[config.mk]
export PLATFORM = sky130hd
export DESIGN_NAME = sd_cmd_sequencer
export DESIGN_NICKNAME = d
export VERILOG_FILES = /design/src/rtl/sd_cmd_sequencer.sv
export SDC_FILE = /design/constraint.sdc
export NUM_CORES = 1
export LEC_CHECK = 0
export CORE_MARGIN = 1
export CORE_UTILIZATION = 40
export DETAILED_ROUTE_END_ITERATION = 8
export PLACE_DENSITY_LB_ADDON = 0.1
export SLEW_MARGIN = 20
export SYNTH_ARGS = -nofsm -noshare
export SYNTH_HDL_FRONTEND = slang
export SYNTH_SLANG_ARGS = --single-unit
[constraint.sdc]
create_clock -name CLK50 -period 4.71 [get_ports CLK50]
set_input_delay 0.471 -clock CLK50 [delete_from_list [all_inputs] [get_ports CLK50]]
set_output_delay 0.471 -clock CLK50 [all_outputs]
set_load 0.01 [all_outputs]
[src/rtl/sd_cmd_sequencer.sv]
// SD command sequencer: serialises a 6-byte SPI command frame through the byte engine,
// then polls response bytes until a valid R1 (bit7 clear) arrives or the poll limit expires.
module sd_cmd_sequencer #(
   parameter int unsigned POLL_MAX = 8
) (
   input  logic        CLK50,
   input  logic        RST,
   input  logic        CMD_STB,
   input  logic [5:0]  CMD_IDX,
   input  logic [31:0] CMD_ARG,
   input  logic [6:0]  CMD_CRC,
   output logic        BUSY,
   output logic        RSP_VALID,
   output logic [7:0]  RSP_R1,
   output logic        RSP_TIMEOUT,
   output logic        SPI_W_STB,
   output logic [7:0]  SPI_W_DATA,
   output logic        SPI_R_STB,
   input  logic [7:0]  SPI_R_DATA,
   input  logic        SPI_DONE
);

   localparam int unsigned IDX_W  = 6;
   localparam int unsigned ARG_W  = 32;
   localparam int unsigned CRC_W  = 7;
   localparam int unsigned BYTE_W = 8;
   localparam int unsigned CNT_W  = 8;
   localparam int unsigned BIDX_W = 3;

   localparam logic [BIDX_W-1:0] LAST_BYTE = BIDX_W'(5);
   localparam logic [CNT_W-1:0]  POLL_LIM  = CNT_W'(POLL_MAX);
   localparam logic [BYTE_W-1:0] R1_NONE   = 8'hFF;

   typedef enum logic [2:0] {
      S_IDLE,
      S_SEND,
      S_WAIT_W,
      S_POLL,
      S_WAIT_R,
      S_FIN
   } state_t;

   state_t              state_q, state_d;
   logic [IDX_W-1:0]    idx_q, idx_d;
   logic [ARG_W-1:0]    arg_q, arg_d;
   logic [CRC_W-1:0]    crc_q, crc_d;
   logic [BIDX_W-1:0]   byte_idx_q, byte_idx_d;
   logic [CNT_W-1:0]    poll_cnt_q, poll_cnt_d;
   logic                busy_q, busy_d;
   logic                rsp_valid_q, rsp_valid_d;
   logic [BYTE_W-1:0]   rsp_r1_q, rsp_r1_d;
   logic                rsp_timeout_q, rsp_timeout_d;
   logic                w_stb_q, w_stb_d;
   logic [BYTE_W-1:0]   w_data_q, w_data_d;
   logic                r_stb_q, r_stb_d;

   // Byte 'sel' of the command frame: start/transmit bits, index, argument MSB first, CRC7 + end bit.
   function automatic logic [BYTE_W-1:0] frame_byte(
      input logic [BIDX_W-1:0] sel,
      input logic [IDX_W-1:0]  idx,
      input logic [ARG_W-1:0]  arg,
      input logic [CRC_W-1:0]  crc
   );
      logic [BYTE_W-1:0] b;
      case (sel)
         BIDX_W'(0): b = {2'b01, idx};
         BIDX_W'(1): b = arg[31:24];
         BIDX_W'(2): b = arg[23:16];
         BIDX_W'(3): b = arg[15:8];
         BIDX_W'(4): b = arg[7:0];
         BIDX_W'(5): b = {crc, 1'b1};
         default:    b = 8'hFF;
      endcase
      return b;
   endfunction

   // Next-state and registered-output logic; strobes are raised on entry to SEND/POLL.
   always_comb begin
      state_d       = state_q;
      idx_d         = idx_q;
      arg_d         = arg_q;
      crc_d         = crc_q;
      byte_idx_d    = byte_idx_q;
      poll_cnt_d    = poll_cnt_q;
      busy_d        = busy_q;
      rsp_valid_d   = 1'b0;
      rsp_r1_d      = rsp_r1_q;
      rsp_timeout_d = rsp_timeout_q;
      w_stb_d       = 1'b0;
      w_data_d      = w_data_q;
      r_stb_d       = 1'b0;

      case (state_q)
         S_IDLE: begin
            if (CMD_STB) begin
               idx_d      = CMD_IDX;
               arg_d      = CMD_ARG;
               crc_d      = CMD_CRC;
               byte_idx_d = '0;
               poll_cnt_d = '0;
               busy_d     = 1'b1;
               w_stb_d    = 1'b1;
               w_data_d   = frame_byte(BIDX_W'(0), CMD_IDX, CMD_ARG, CMD_CRC);
               state_d    = S_SEND;
            end
         end
         S_SEND: begin
            state_d = S_WAIT_W;
         end
         S_WAIT_W: begin
            if (SPI_DONE) begin
               if (byte_idx_q == LAST_BYTE) begin
                  r_stb_d = 1'b1;
                  state_d = S_POLL;
               end else begin
                  byte_idx_d = byte_idx_q + BIDX_W'(1);
                  w_stb_d    = 1'b1;
                  w_data_d   = frame_byte(byte_idx_q + BIDX_W'(1), idx_q, arg_q, crc_q);
                  state_d    = S_SEND;
               end
            end
         end
         S_POLL: begin
            poll_cnt_d = poll_cnt_q + CNT_W'(1);
            state_d    = S_WAIT_R;
         end
         S_WAIT_R: begin
            if (SPI_DONE) begin
               if (!SPI_R_DATA[7]) begin
                  rsp_r1_d      = SPI_R_DATA;
                  rsp_timeout_d = 1'b0;
                  rsp_valid_d   = 1'b1;
                  state_d       = S_FIN;
               end else if (poll_cnt_q == POLL_LIM) begin
                  rsp_r1_d      = R1_NONE;
                  rsp_timeout_d = 1'b1;
                  rsp_valid_d   = 1'b1;
                  state_d       = S_FIN;
               end else begin
                  r_stb_d = 1'b1;
                  state_d = S_POLL;
               end
            end
         end
         S_FIN: begin
            busy_d  = 1'b0;
            state_d = S_IDLE;
         end
         default: begin
            busy_d  = 1'b0;
            state_d = S_IDLE;
         end
      endcase
   end

   always_ff @(posedge CLK50 or negedge RST) begin
      if (!RST) begin
         state_q       <= S_IDLE;
         idx_q         <= '0;
         arg_q         <= '0;
         crc_q         <= '0;
         byte_idx_q    <= '0;
         poll_cnt_q    <= '0;
         busy_q        <= 1'b0;
         rsp_valid_q   <= 1'b0;
         rsp_r1_q      <= '0;
         rsp_timeout_q <= 1'b0;
         w_stb_q       <= 1'b0;
         w_data_q      <= '0;
         r_stb_q       <= 1'b0;
      end else begin
         state_q       <= state_d;
         idx_q         <= idx_d;
         arg_q         <= arg_d;
         crc_q         <= crc_d;
         byte_idx_q    <= byte_idx_d;
         poll_cnt_q    <= poll_cnt_d;
         busy_q        <= busy_d;
         rsp_valid_q   <= rsp_valid_d;
         rsp_r1_q      <= rsp_r1_d;
         rsp_timeout_q <= rsp_timeout_d;
         w_stb_q       <= w_stb_d;
         w_data_q      <= w_data_d;
         r_stb_q       <= r_stb_d;
      end
   end

   assign BUSY        = busy_q;
   assign RSP_VALID   = rsp_valid_q;
   assign RSP_R1      = rsp_r1_q;
   assign RSP_TIMEOUT = rsp_timeout_q;
   assign SPI_W_STB   = w_stb_q;
   assign SPI_W_DATA  = w_data_q;
   assign SPI_R_STB   = r_stb_q;

endmodule

==> Word level (Yosys, flattened, before mapping) <==
Cells that the tools add are included.
{ "classes": {"addsub": 2, "multipliers": 0, "div_mod_pow": 0, "magnitude_cmp": 0, "eq_ne": 16, "shift": 0, "n_mux": 38, "bitwise": 1, "reduce_logical": 11} }
{ "op_table": {"columns": ["operator", "count"], "rows": [
  ["8-bit 2-to-1 mux", 6],
  ["8-bit one-hot mux with 6 select lines", 1],
  ["8-bit one-hot mux with 2 select lines", 2],
  ["3-bit 2-to-1 mux", 8],
  ["1-bit 2-to-1 mux", 15],
  ["3-bit one-hot mux with 5 select lines", 1],
  ["3-bit by 2-bit equality test with 1-bit output, second input constant", 4],
  ["3-bit equality test, second input constant", 4],
  ["8-bit by 1-bit adder with 8-bit output, second input constant", 1],
  ["8-bit by 4-bit equality test with 1-bit output, second input constant", 1],
  ["2-bit != test, second input constant", 4],
  ["3-bit by 1-bit equality test with 1-bit output, second input constant", 2],
  ["3-bit zero test", 2],
  ["1-bit one-hot mux with 2 select lines", 3],
  ["3-bit one-hot mux with 2 select lines", 1],
  ["2-bit AND reduction", 3],
  ["3-bit AND reduction", 2],
  ["4-bit AND reduction", 1],
  ["2-bit nonzero test", 2],
  ["4-bit OR reduction", 1],
  ["3-bit by 1-bit adder with 3-bit output, second input constant", 1],
  ["2-bit 2-to-1 mux", 1],
  ["2-bit by 1-bit != test with 1-bit output, second input constant", 1],
  ["1-bit inverter", 1]
]} }
{ "totals": {"regBits": 80, "latch_bits": 0, "ram_bits": 0, "romBits": 0, "inputBits": 57, "out_inout_bits": 21, "wordCells": 81, "n_memories": 0} }

==> Depth between registers and ports, before layout <==
Gate-level depths: netlist (run 1).
{ "logic_depth": {"depth_word": 6, "depth_mapped": 7} }

==> Worst setup path before layout (run 1) <==
OpenSTA, ideal clock, no wires.
{ "synth_path": {"kind": "register to register", "startpoint": "register poll_cnt_q[5]", "endpoint": "register rsp_r1_q[7] (netlist: RSP_R1[7])", "setup_ns": 0.125, "arrival_ns": 1.774, "slack_ns": 2.811, "stages_incl_launch_ff": 6, "n_path_buf": 1, "path_cell_list": "dfrtp_1 > or4_4 > o31ai_4 > nand4_1 > buf_6 > mux2_4"} }
{ "synth_between": {"elab_chain_cells": 3} }
{ "synth_lines": {"columns": ["item", "line_no", "text"], "rows": [
  ["from (decl)", "48", "logic [CNT_W-1:0] poll_cnt_q, poll_cnt_d;"],
  ["from (signal assigned)", "177", "poll_cnt_q <= poll_cnt_d;"],
  ["8-bit by 4-bit equality test with 1-bit output", "134", "end else if (poll_cnt_q == POLL_LIM) begin"],
  ["2-bit by 1-bit != test with 1-bit output (no line)", null, null],
  ["3-bit AND reduction (no line)", null, null],
  ["to (signal assigned)", "180", "rsp_r1_q <= rsp_r1_d;"],
  ["to (decl)", "51", "logic [BYTE_W-1:0] rsp_r1_q, rsp_r1_d;"]
]} }
No other way between the ends.
A chain may end at the register's enable or synchronous reset.

==> Final worst setup path (run 1) <==
Ends and elaborated chain as after synthesis.

==> results_dict.tcl, run 1 <==
set metrics [dict create \
    port-buffer-count 77 \
    clk_transition_reported_paths_ps 90 \
    tns_ps 0 \
    number_of_global_route_vias_before_repair 2985 \
    vias 3049 \
    globalRoute.totalOverflow 0 \
    syn_avg_cell_area_um2 8.83 \
    fin_worst_hold_slack_ps 115 \
    drv_cap 0 \
    core_area_um2 9150 \
    final_area_um2 4810 \
    timing.final.crit_share_pct 51.6 \
    synth.ff_latch_count 79 \
    post_synth_edffs 0 \
    final_max_slew_viol_count 0 \
    timing.max_slew.rel_slack_pct 35.6 \
    detailedRoute.firstIterationViolations 157 \
    net_count_after_synthesis 490 \
    rows 35 \
    worstSkewPairLatency_ps 350 \
    routedWlPerCell_um 14.3 \
    die_w_um 99.0 \
    post-route-util_pct 52.5 \
    drc 0 \
    place_area_um2 4580 \
    cp.arrival_ps 2670 \
    ctsHtreeMaxLevel 3 \
    global_route.usage.total_pct 19.0 \
    yosysWarnings 0 \
    setup.worst_path.class "reg -> reg" \
    worstSetupStartpointType "register" \
    io-pin-count 78 \
    ant_nets 0 \
    design.final.nets 555 \
    most_instantiated_flip_flop_cell_in_the_synthesis_netlist "dfrtp_1" \
    number_of_different_library_cells_in_the_post_synthesis_netlist 47 \
    tightestPinTransition_ps 961 \
    grt_pass1_wl_mm 14.4 \
    postRouteWirelength_mm 8.66 \
    finalHoldViolCount 0 \
    worst-endpoint-required_ps 4940 \
    initial_utilization_pct 41.1 \
    design.die.area_um2 9790 \
    clkSinkCount 79 \
    dp_hpwl_mm 5.90 \
    post_cts_repair_timing_setup_buffer_count 0 \
    period_needed_ps 2430 \
    clock_tree.buffer_depth 2 \
    power.density_nw_per_um2 584 \
    total_inserted_antenna_cells 0 \
    grt_antenna_before_repair 0 \
    postLayoutSetupSlackWorst_ps 2280 \
    cts_made_buffers 9 \
    clk_root_buffer_cell "clkbuf_8" \
    layout-area-overhead-vs-synth_pct 27.8 \
    post_cts_hold_buffers 0 \
    timing.clock.skew_ps 12.8 \
    drtPass1Iterations 4 \
    synth_area_um2 3760 \
    timing.critical_path.fanout_max 9 \
    crit_path_end_kind "register" \
    hold_class "in -> async" \
    setup-violations-final 0 \
    tritoncts "done" \
    synthesis.instances 426 \
    cts_resized 0 \
    run_status "finished, final reports clean" \
    gp_routability_congestion 0.766 \
    clock.fmax_mhz 411 \
    drive_above_1_share_pct 6.05 \
    fp.dieH_um 99.0 \
    synth_async_sr_flop_share_pct 100 \
    pin_count_of_the_biggest_net_entering_global_routing 80 \
    leakagePower_nw 2.38 \
    post_drt_via_cell_ratio 5.02 \
    max-vdd-ir-drop_mv 0.188 \
    rsz0062_at_grt "no" \
    place_ws_ps 2210 \
    synth_sequential_area_ratio_pct 52.6 \
]
-- cells in the mapped netlist, types with 2 or more instances --
library cell / count / area share [%]
nor4_1: 5 / 0.83
a221oi_1: 2 / 0.47
dfrtp_1: 79 / 53
nand3_1: 9 / 1.2
inv_2: 2 / 0.20
nand2_1: 170 / 17
a221o_1: 3 / 0.80
and3_1: 4 / 0.67
buf_2: 3 / 0.40
inv_1: 13 / 1.3
mux2_2: 3 / 0.90
ha_1: 7 / 2.3
clkbuf_1: 19 / 1.9
a22oi_1: 9 / 1.8
a21oi_1: 6 / 0.80
o21ai_1: 11 / 1.5
mux2i_1: 16 / 4.3
nor2_1: 20 / 2.0
nand4_1: 2 / 0.33
o21ai_0: 15 / 2.0
a211o_1: 2 / 0.47
-- routing by layer --
metal	track usage [%]	wire, um	vias to the layer above	share of wire (%)
li1	-	-	1530	-
met1	27.1	4330	1442	50
met4	7.00	159	0	1.8
met5	0	0	-	0
met2	28.3	3780	64	44
met3	4.33	383	13	4.4
-- power by group --
| group | leakage (nW) | switching [mW] | total, mW | internal [mW] |
|---|---|---|---|---|
| clock network | 0.110 | 0.251 | 0.564 | 0.313 |
| registers | 0.973 | 0.200 | 1.17 | 0.967 |
| logic | 1.30 | 0.598 | 1.07 | 0.477 |
-- sequential cells by signal (all words and copies together) (netlist names), 3 cells and up --
name	flops
RSP_R1	8
SPI_W_DATA	8
arg_q	32
byte_idx_q	3
crc_q	7
idx_q	6
poll_cnt_q	8
state_q	3
-- path summary, 6_finish.rpt --
path / start / to / slack [ps] / cells after the start
min: RST / arg_q[2]$_DFFE_PN0P_ / 110 / 1
max in group asynchronous: RST / crc_q[2]$_DFFE_PN0P_ / 4060 / 1
min in group CLK50: crc_q[2]$_DFFE_PN0P_ / crc_q[2]$_DFFE_PN0P_ / 480 / 2
min reg2reg: crc_q[2]$_DFFE_PN0P_ / crc_q[2]$_DFFE_PN0P_ / 480 / 2
max reg2reg: poll_cnt_q[5]$_DFFE_PN0P_ / RSP_R1[7]$_DFFE_PN0P_ / 2280 / 4
max: poll_cnt_q[5]$_DFFE_PN0P_ / RSP_R1[7]$_DFFE_PN0P_ / 2280 / 4
-- area by class of cell --
| cell class | instances | area, um^2 |
|---|---|---|
| Tap cell | 111 | 139 |
| Inverter | 15 | 56.3 |
| Timing Repair Buffer | 79 | 787 |
| Fill cell | 876 | 4350 |
| Clock buffer | 11 | 141 |
| Sequential cell | 79 | 1980 |
| Multi-Input combinational cell | 307 | 1620 |
| Clock inverter | 5 | 81.3 |
-- worst max-delay path, stage by stage, from the launching register on --
cell and delay (ps):
dfrtp_1 420, or4_4 550, o31ai_4 300, nand4_1 550
mux2_4 490
-- logic make-up (layout without fill, tap and decap cells) --
logic type / after synthesis / in the layout / synth area share, %
xor gates and xnor gates: 2 / 2 / 0.666
and+or+nand+nor: 220 / 220 / 24.3
AOI/OAI and AO/OA: 58 / 58 / 10.2
adders and majority gates: 7 / 7 / 2.33
buffers and inverters: 40 / 110 / 4.39
DFF: 79 / 79 / 52.6
muxes: 20 / 20 / 5.56
-- through the flow --
| stage | instances | power [mW] |
|---|---|---|
| CTS | 607 | 2.84 |
| floorplan | 426 | 1.84 |
| global placement | 591 | 2.23 |
| detailed placement | 591 | 2.26 |
| finish | 607 | 2.81 |
| global route | 607 | 3.03 |
-- cells in the final DEF, fill, tap and decap left out, types with 2 or more instances in the layout --
master / n
clkbuf_8: 10
mux2_2: 3
a21oi_1: 6
buf_4: 2
nand4_1: 2
a221oi_1: 2
o21ai_1: 11
a22oi_1: 9
a211o_1: 2
o21ai_0: 15
mux2i_1: 16
inv_1: 13
dfrtp_1: 79
nor2_1: 20
ha_1: 7
clkdlybuf4s50_1: 76
nor4_1: 5
nand3_1: 9
inv_2: 2
a221o_1: 3
bufinv_16: 2
nand2_1: 170
and3_1: 4
(Power assumes the default switching activity.)
==> run 2: changes to the inputs <==
==> constraint.sdc (replaced) <==
create_clock -name CLK50 -period 2.29 [get_ports CLK50]
set_input_delay 0.229 -clock CLK50 [delete_from_list [all_inputs] [get_ports CLK50]]
set_output_delay 0.229 -clock CLK50 [all_outputs]
set_load 0.01 [all_outputs]
==> run 2 against run 1 <==
  * Clock skew hardly changed
  * Via count fell by 0.36%
  * Critical path depth grew 2
  * Global-route usage increased by 0.37 points
  * Flip-flop and latch count unchanged
  * Non-clock buffer count rose by 12
  * Worst setup slack worse by 2000 ps
  * Hold slack improved by 280 ps
  * Clock power is 83% higher
  * Wire length is 1.2% higher
  * Total power is 100% higher
  * Maximum frequency is 21% higher
  * Critical path type unchanged
  * Largest cell class unchanged
==> results_dict.tcl, run 2 (synthesis gave the netlist of run 1 again) <==
set metrics [dict create \
    run_status "finished, final reports clean" \
    beginning_of_the_worst_register_to_register_path "byte_idx_q[1]$_DFFE_PN0P_" \
    tns_ps 0 \
    cell_occurring_most_often_along_the_worst_timing_path "nor4_1" \
    rsz0062_at_grt "no" \
    detailedRoute.firstIterationViolations 137 \
    largest_register "arg_q" \
    layout_common_cells "nand2_1, dfrtp_1, clkdlybuf4s50_1" \
    drive_above_1_share_pct 8.07 \
    fp.dieH_um 99.0 \
    drtPass1Iterations 5 \
    clkSinkCount 79 \
    timing.final.crit_share_pct 87.4 \
    timing.clock.skew_ps 13.0 \
    drc 0 \
    cp.buffers_inverters 1 \
    holdPathEnd "arg_q[11]$_DFFE_PN0P_" \
    post-route-util_pct 53.4 \
    leakagePower_nw 2.42 \
    tritoncts "done" \
    gp_routability_congestion 0.809 \
    setup-violations-final 0 \
    clock_tree.buffer_depth 2 \
    grt_pass1_wl_mm 14.9 \
    routedWlPerCell_um 14.2 \
    crit_path_end_kind "register" \
    critical_path.top_delay_family "compound AO/OA/AOI/OAI gates" \
    worst-r2r-setup-slack_ps 290 \
    worstSetupStartpointType "register" \
    fillCellCount 873 \
    die_w_um 99.0 \
    design.die.area_um2 9790 \
    globalRoute.totalOverflow 0 \
    worst_reg2reg_path_length_in_cells 6 \
    core_area_um2 9150 \
    worst-endpoint-required_ps 2510 \
    clk_transition_reported_paths_ps 80 \
    worst_path_largest_cell_delay_ps 440 \
    cts_resized 0 \
    postRouteWirelength_mm 8.76 \
    port-buffer-count 77 \
    hp-start "CMD_ARG[11]" \
    clock.fmax_mhz 500 \
    rows 35 \
    post_drt_via_cell_ratio 4.91 \
    pin_count_of_the_biggest_net_entering_global_routing 80 \
    total_inserted_antenna_cells 0 \
    vias 3038 \
    critical_path.slowest_cell "ha_1" \
    design.final.nets 567 \
    initial_utilization_pct 41.1 \
    timing.critical_path.fanout_max 13 \
    drv_cap 0 \
    worstSkewPairLatency_ps 350 \
    final_max_slew_viol_count 0 \
    global_route.usage.total_pct 19.4 \
    critical_path_cell_list "inv_1, ha_1, nor4_1, a211o_1, nor4_1, o21ai_1" \
    ant_nets 0 \
    cts_made_buffers 9 \
    timing.max_slew.rel_slack_pct 64.6 \
    io-pin-count 78 \
    number_of_global_route_vias_before_repair 3003 \
    tightestPinTransition_ps 531 \
    hold_class "in -> reg" \
    dp_hpwl_mm 6.22 \
    critical_path.reg2reg.endpoint "SPI_W_DATA[1]$_DFFE_PN0P_" \
    place_ws_ps 310 \
    whs_path_depth 3 \
    cp.arrival_ps 2220 \
    power.density_nw_per_um2 1180 \
    mostFrequentLayoutCell "nand2_1" \
    period_needed_ps 2000 \
    post_cts_repair_timing_setup_buffer_count 0 \
    ctsHtreeMaxLevel 3 \
    fin_total_pwr_mw 5.74 \
    postLayoutSetupSlackWorst_ps 289 \
    setup.worst_path.class "reg -> reg" \
    max-vdd-ir-drop_mv 0.481 \
    largest_register_ffs 32 \
    clk_root_buffer_cell "clkbuf_8" \
    layout-area-overhead-vs-synth_pct 29.9 \
    grt_antenna_before_repair 0 \
    finalHoldViolCount 0 \
]
## run 2: cell count changes in the layout (fill, tap and decap cells not counted), sizes merged
cell         before  now
buf               3   14
clkinvlp          1    3
bufinv            2    1
dlygate4sd3       0    1
clkinv            2    1
## run 2: metrics by stage
| stage | cells | hold WS (ps) | area (um^2) |
|---|---|---|---|
| final | 619 | 397 | 4880 |
| after global routing | 619 | 404 | 4880 |
| after CTS | 619 | 377 | 4880 |
| after detailed placement | 602 | 292 | 4670 |
| after global placement | 602 | 294 | 4670 |
| after floorplan | 426 | -66.6 | 3760 |
## run 2: metal layers
layer  share of wire (%)  track usage (%)  vias to the layer above
met3                 5.0             5.18                        4
met5                   0                0                        -
met2                  46             30.8                       74
met1                  48             26.8                     1403
li1                    -                -                     1557
met4                0.41             3.79                        0
## run 2: area by class of cell
cell class                 instances  area [um^2]  share of cell area [%]
timing repair buffer              91          888                    18.2
multi-input combinational        307         1620                    33.3
sequential                        79         1980                    40.5
tap                              111          139                    2.84
clock inverter                     5         57.6                    1.18
clock buffer                      11          141                    2.90
inverter                          15         56.3                    1.15
## run 2: where the power goes
group	internal (mW)	total, mW	leakage, nW	switching, mW
clock	0.532	1.03	0.0916	0.500
sequential	1.99	2.42	0.973	0.429
combinational	1.05	2.29	1.36	1.24
## run 2: what timing repair did
action                                  4_1_cts  5_1_grt
hold buffers                                  1        0
endpoints found under the setup margin        0        0
endpoints found under the hold margin        79        0
## run 2: worst max-delay path by stage
stage,from,end,slack [ps],cells past startpoint
after CTS,byte_idx_q[1]$_DFFE_PN0P_,SPI_W_DATA[1]$_DFFE_PN0P_,280,6
final,byte_idx_q[1]$_DFFE_PN0P_,SPI_W_DATA[1]$_DFFE_PN0P_,290,6
after global placement,CMD_STB,poll_cnt_q[2]$_DFFE_PN0P_,350,6
after global routing,byte_idx_q[1]$_DFFE_PN0P_,SPI_W_DATA[1]$_DFFE_PN0P_,60,6
after detailed placement,byte_idx_q[1]$_DFFE_PN0P_,SPI_W_DATA[1]$_DFFE_PN0P_,310,6
after floorplan,poll_cnt_q[5]$_DFFE_PN0P_,RSP_R1[7]$_DFFE_PN0P_,390,5
## run 2: worst register-to-register path, cell delays in order (launching register included)
cell,delay [ps]
dfrtp_1,430
inv_1,100
ha_1,450
nor4_1,90
a211o_1,360
nor4_1,340
o21ai_1,110
==> run 3: changes to the inputs <==
--- a/config.mk
+++ b/config.mk
@@ -7,6 +7,8 @@
 export LEC_CHECK = 0
 export CORE_MARGIN = 1
 export CORE_UTILIZATION = 40
+export CTS_CLUSTER_DIAMETER = 100
+export CTS_CLUSTER_SIZE = 24
 export DETAILED_ROUTE_END_ITERATION = 8
 export PLACE_DENSITY_LB_ADDON = 0.1
 export SLEW_MARGIN = 20
==> results of run 3 <==
No change in the layout: final DEF, timing and power equal those of run 2.
